**config.mk**
```make
export PLATFORM = sky130hd
export DESIGN_NAME = edge_detect_mc
export DESIGN_NICKNAME = d
export VERILOG_FILES = /design/src/rtl/edge_pkg.sv /design/src/rtl/edge_chan.sv /design/src/rtl/edge_detect_mc.sv
export SDC_FILE = /design/constraint.sdc
export NUM_CORES = 1
export LEC_CHECK = 0
export CAP_MARGIN = 15
export CORE_MARGIN = 5
export CORE_UTILIZATION = 28
export CTS_BUF_LIST = sky130_fd_sc_hd__clkbuf_4 sky130_fd_sc_hd__clkbuf_8
export DETAILED_ROUTE_END_ITERATION = 8
export PLACE_DENSITY = 0.58
export SYNTH_ARGS = -nofsm -noshare
export SYNTH_HDL_FRONTEND = slang
export SYNTH_SLANG_ARGS = --single-unit
```
**constraint.sdc**
```tcl
create_clock -name sys_clk -period 2.75 [get_ports sys_clk]
set_input_delay 0.55 -clock sys_clk [delete_from_list [all_inputs] [get_ports sys_clk]]
set_output_delay 0.55 -clock sys_clk [all_outputs]
set_load 0.005 [all_outputs]
```
**src/rtl/edge_pkg.sv**
```systemverilog
// Shared definitions for the multi-channel edge detector: event-mode
// encodings and the debounce counter width helper.
package edge_pkg;

    localparam logic [1:0] MODE_OFF  = 2'b00;
    localparam logic [1:0] MODE_RISE = 2'b01;
    localparam logic [1:0] MODE_FALL = 2'b10;
    localparam logic [1:0] MODE_BOTH = 2'b11;

    // Counter must hold 0..DEB_CNT-1; keep at least one bit so the
    // no-debounce configurations still elaborate a legal vector.
    function automatic int cnt_width(input int deb_cnt);
        int w;
        w = $clog2(deb_cnt + 1);
        return (w < 1) ? 1 : w;
    endfunction

endpackage

```
**src/rtl/edge_chan.sv**
```systemverilog
// One input channel: synchroniser chain, debounce counter, accepted level,
// single-cycle rise/fall pulses and a sticky, mode-qualified event flag.
module edge_chan
    import edge_pkg::*;
#(
    parameter int   SYNC_STG = 2,
    parameter int   DEB_CNT  = 16,
    parameter logic INIT_LVL = 1'b1
) (
    input  logic       i_clk,
    input  logic       i_rst_n,
    input  logic       i_sig,
    input  logic [1:0] i_mode,
    input  logic       i_clr,
    output logic       o_level,
    output logic       o_rise,
    output logic       o_fall,
    output logic       o_evt
);

    localparam int CNT_W    = cnt_width(DEB_CNT);
    // With DEB_CNT <= 1 the first mismatching cycle is accepted, so the
    // level simply follows the synchronised input one register later.
    localparam int DEB_LAST = (DEB_CNT <= 1) ? 0 : DEB_CNT - 1;

    logic [SYNC_STG-1:0] r_sync;
    logic [CNT_W-1:0]    r_cnt;
    logic                r_level;
    logic                r_rise;
    logic                r_fall;
    logic                r_evt;

    logic                w_s;
    logic                w_diff;
    logic                w_accept;
    logic                w_evt_set;

    assign w_s      = r_sync[SYNC_STG-1];
    assign w_diff   = (w_s != r_level);
    assign w_accept = w_diff && (r_cnt == CNT_W'(DEB_LAST));

    // Event enable is taken from the mode present while the pulse is high,
    // so a mode change only affects edges that come after it.
    assign w_evt_set = (r_rise && (i_mode == MODE_RISE || i_mode == MODE_BOTH)) ||
                       (r_fall && (i_mode == MODE_FALL || i_mode == MODE_BOTH));

    // Synchroniser shift register; the last stage feeds the debouncer.
    always_ff @(posedge i_clk) begin
        if (!i_rst_n) begin
            r_sync <= {SYNC_STG{INIT_LVL}};
        end else begin
            r_sync <= {r_sync[SYNC_STG-2:0], i_sig};
        end
    end

    // Debounce: count consecutive mismatching cycles, accept after DEB_CNT.
    always_ff @(posedge i_clk) begin
        if (!i_rst_n) begin
            r_cnt   <= '0;
            r_level <= INIT_LVL;
        end else if (w_accept) begin
            r_cnt   <= '0;
            r_level <= w_s;
        end else if (w_diff) begin
            r_cnt   <= r_cnt + 1'b1;
        end else begin
            r_cnt   <= '0;
        end
    end

    // Edge pulses line up with the first cycle the new level is visible.
    always_ff @(posedge i_clk) begin
        if (!i_rst_n) begin
            r_rise <= 1'b0;
            r_fall <= 1'b0;
        end else begin
            r_rise <= w_accept &  w_s;
            r_fall <= w_accept & ~w_s;
        end
    end

    // Sticky event flag; a set in the same cycle as a clear takes priority.
    always_ff @(posedge i_clk) begin
        if (!i_rst_n) begin
            r_evt <= 1'b0;
        end else if (w_evt_set) begin
            r_evt <= 1'b1;
        end else if (i_clr) begin
            r_evt <= 1'b0;
        end
    end

    assign o_level = r_level;
    assign o_rise  = r_rise;
    assign o_fall  = r_fall;
    assign o_evt   = r_evt;

endmodule

```
**src/rtl/edge_detect_mc.sv**
```systemverilog
// Multi-channel debounced edge detector: CH_NUM independent edge_chan
// instances plus the combined event indication.
module edge_detect_mc
    import edge_pkg::*;
#(
    parameter int   CH_NUM   = 4,
    parameter int   SYNC_STG = 2,
    parameter int   DEB_CNT  = 16,
    parameter logic INIT_LVL = 1'b1
) (
    input  logic                  sys_clk,
    input  logic                  sys_rst_n,
    input  logic [CH_NUM-1:0]     sig_in,
    input  logic [2*CH_NUM-1:0]   mode,
    input  logic [CH_NUM-1:0]     evt_clr,
    output logic [CH_NUM-1:0]     level_out,
    output logic [CH_NUM-1:0]     rise_flag,
    output logic [CH_NUM-1:0]     fall_flag,
    output logic [CH_NUM-1:0]     evt_flag,
    output logic                  evt_any
);

    for (genvar g = 0; g < CH_NUM; g++) begin : g_chan
        edge_chan #(
            .SYNC_STG (SYNC_STG),
            .DEB_CNT  (DEB_CNT),
            .INIT_LVL (INIT_LVL)
        ) u_chan (
            .i_clk   (sys_clk),
            .i_rst_n (sys_rst_n),
            .i_sig   (sig_in[g]),
            .i_mode  (mode[2*g +: 2]),
            .i_clr   (evt_clr[g]),
            .o_level (level_out[g]),
            .o_rise  (rise_flag[g]),
            .o_fall  (fall_flag[g]),
            .o_evt   (evt_flag[g])
        );
    end

    assign evt_any = |evt_flag;

endmodule

```
==> metrics.md <==
| Metric | Value |
|---|---|
| PD cells | `around 520 nW/um^2` |
| Int Pwr | `between 800 and 900 uW` |
| Via density | `4.13` |
| NetSw | `between 200 and 250 uW` |
| Diode count | `0` |
| Synth Warn # | `0` |
| Postcts setup bufs | `0` |
| Max Used Layer | `met4` |
| # rows | `28` |
| Clock-pin slew on the worst setup and hold paths | `around 0.070 ns` |
| I/O pin cnt | `35` |
| DRT Pass-1 Iters | `4` |
| Final Util | `0.354` |
| H-tree levels | `2` |
| Setup-failing EPs final | `0` |
| Post-route cell area | `roughly 2100 um^2` |
| Syn Inst Count | `approximately 160` |
| Data arrival, critical path | `between 1.5 and 2 ns` |
| FF-to-FF path depth | `5` |
| FMAX | `471 MHz` |
| RSZ-0062 raised after global routing | `false` |
| Die Span X | `slightly below 90 um` |
| CP Launch Type | `flip-flop` |
| Core ar. | `slightly below 6000 um^2` |
| TritonCTS clock tree | `done` |
| Comb power frac | `0.040` |
| Post-synthesis register bit count | `between 40 and 50` |
| DR WL met2 | `933 um` |
| CTS buffer count | `5` |
| Met1 Wirelength | `approximately 1300 um` |
| Largest family of logic cells by synthesized area | `simple AND/OR/NAND/NOR gates` |
| Pins Over Slew Limit | `0` |
| Seq pwr share | `0.593` |
| Max VDD drop | `approximately 0.00016 V` |
| Total grt overflow | `0` |
| GP Congestion | `about 0.68` |
| Slew HR | `0.537` |
| Sinks on Clock Net | `44` |
| Routed Antenna Nets | `0` |
| Post-synthesis compound-gate area fraction | `0.0235` |
| Status | `complete, no violations` |
| Tot GR Track Use | `0.0765` |
| Crit Path Max Fanout | `3` |
| Register area share after synthesis | `0.517` |
| Placed cell area | `around 2000 um^2` |
| Largest net degree at the start of global routing | `23` |
| Req. time, crit path | `approximately 2.2 ns` |
| Leakage power | `0.000779 uW` |
| Layout area overhead | `23.0%` |
| Min-Delay Path Class | `flip-flop to flip-flop` |
| Synth Area per Inst | `10.4 um^2` |
| DR WL met3 | `between 300 and 400 um` |
| CTS hold repair buffers | `0` |
| Die ar. | `just under 8000 um^2` |
| Crit path capture type | `output port` |
| Share of layout cells above drive strength 1 | `0.0691` |
| Final TNS setup | `0 ns` |
| Mux contribution to synthesized area | `0.0235` |
| Initial antenna violation count | `0` |
| Die height | `88.0 um` |
| Tmin final | `2.12 ns` |
| Synthesized area | `approximately 1700 um^2` |
| Fin crit share | `0.772` |
| Xor/xnor share of the synthesized area | `0.0617` |
| Final wirelength | `around 2700 um` |
| Post-Synth Adder-Cell Area | `0.0588` |
| Power share of the clock group | `0.367` |
| Syn_nets | `~190` |
| DP HPWL | `1990 um` |
| Worst-skew pair later-pin latency | `between 0.2 and 0.3 ns` |
| First-pass GRT wire length | `4480 um` |
| DR DRC count | `0` |
| Root Driver | `clkbuf_8` |
| Sw frac | `0.201` |
| Hold Path Depth | `1` |
| Initial DRC Count | `between 50 and 60` |
| Total of max-cap violations | `0` |
| Yosys cell types | `20` |
| Dpl cells | `~260` |
| Net total in the final layout | `213` |
| Final Hold Viols | `0` |
| Worst-Margin Slew | `0.692 ns` |
| Post-Synth Simple-Gate Area | `0.205` |
| Post-cts sizing count | `0` |
| Non-Filler Instances | `around 260` |
| Clk_skew | `0.00367 ns` |
| Crit Path Category | `flip-flop to output port` |
| Via count | `1085` |
| Fill count | `589` |
| PortBufs | `34` |
| Average wire per standard cell | `10.2 um` |
| CTS Buffer Depth | `2` |
| Initial Utilization | `0.288` |
| Vias in the first global route | `986` |
power by group through the flow:
stage / logic (uW) / registers [uW] / clock network (uW)
floorplan: 17.0 / 662 / 0
global placement: 43.9 / 663 / 0
detailed placement: 44.1 / 663 / 0
CTS: 44.3 / 648 / 425
global route: 47.7 / 649 / 456
finish: 43.5 / 648 / 402
critical path: stages, from the launching register on:
cell	delay [ns]
dfxtp_1	0.33
or4_1	0.51
clkdlybuf4s50_1	0.45
synth_stat cells (all sizes together):
library cell   n  area (um^2)
buf           18          143
mux2i          4         40.0
nor2          20         75.1
nor2b          4         25.0
nand2          8         30.0
nand3b         4         30.0
or4            1         7.51
dfxtp         44          881
nand2b         3         18.8
xor2           8         70.1
nand3          4         20.0
ha             8          100
inv           12         45.0
a222oi         4         40.0
xnor2          4         35.0
nor3b          8         80.1
or2b           5         37.5
and3           4         25.0
area by class of cell:
class | instances | area, um^2 | area share
flip-flops and latches | 44 | 881 | 0.421
multi-input cells | 89 | 634 | 0.303
repair buffers | 35 | 348 | 0.166
well taps | 75 | 93.8 | 0.0448
clock buffers | 6 | 82.6 | 0.0394
inverters | 12 | 45.0 | 0.0215
clock inverters | 2 | 10.0 | 0.00478
cell families (layout without fill, tap and decap cells):
logic type	after synthesis	in the layout
simple gates	61	61
flops	44	44
buf+inv	30	55
xor+xnor	12	12
fa+ha+maj	8	8
compound gates	4	4
mux	4	4
registers in the layout, summed over array words and instances (netlist names):
name and cells:
g_chan.u_chan.o_level 4, g_chan.u_chan.o_rise 4, g_chan.u_chan.o_fall 4, g_chan.u_chan.o_evt 4, g_chan.u_chan.r_sync 8, g_chan.u_chan.r_cnt 20
through the flow:
stage,worst slack (ns),total power [uW],hold WS (ns)
global placement,0.720,707,0.386
CTS,0.607,1120,0.411
finish,0.626,1090,0.406
global route,0.512,1150,0.419
detailed placement,0.671,707,0.392
floorplan,1.38,679,0.385
path summary, 6_finish.rpt:
kind / from / endpoint / slack, ns
setup / recovery: g_chan[1].u_chan.o_evt / evt_any / 0.63
hold / removal: g_chan[1].u_chan.r_sync[0] / g_chan[1].u_chan.r_sync[1] / 0.41
setup reg to reg: g_chan[2].u_chan.r_cnt[0] / g_chan[2].u_chan.r_cnt[1] / 1.33
hold reg to reg: g_chan[1].u_chan.r_sync[0] / g_chan[1].u_chan.r_sync[1] / 0.41
layout by cell type, fill, tap and decap left out, types with 4 or more instances in the layout:
cell             synthesis  final
mux2i_1                  4      4
nor2b_1                  4      4
dfxtp_1                 44     44
clkbuf_8                 0      6
xnor2_1                  4      4
and3_1                   4      4
nand3_1                  4      4
inv_1                   12     12
nand2_1                  8      8
xor2_1                   8      8
ha_1                     8      8
a222oi_1                 4      4
clkdlybuf4s50_1          0     34
or2b_1                   5      5
nand3b_1                 4      4
nor2_1                  20     20
nor3b_1                  4      4
nor3b_2                  4      4
per-layer routing:
metal  vias to the layer above  GRT usage
li1                        562          -
met2                        41      0.101
met5                         -          0
met3                         5     0.0423
met1                       477     0.0998
met4                         0     0.0377
No activity file was read; power rests on OpenSTA's default activity.
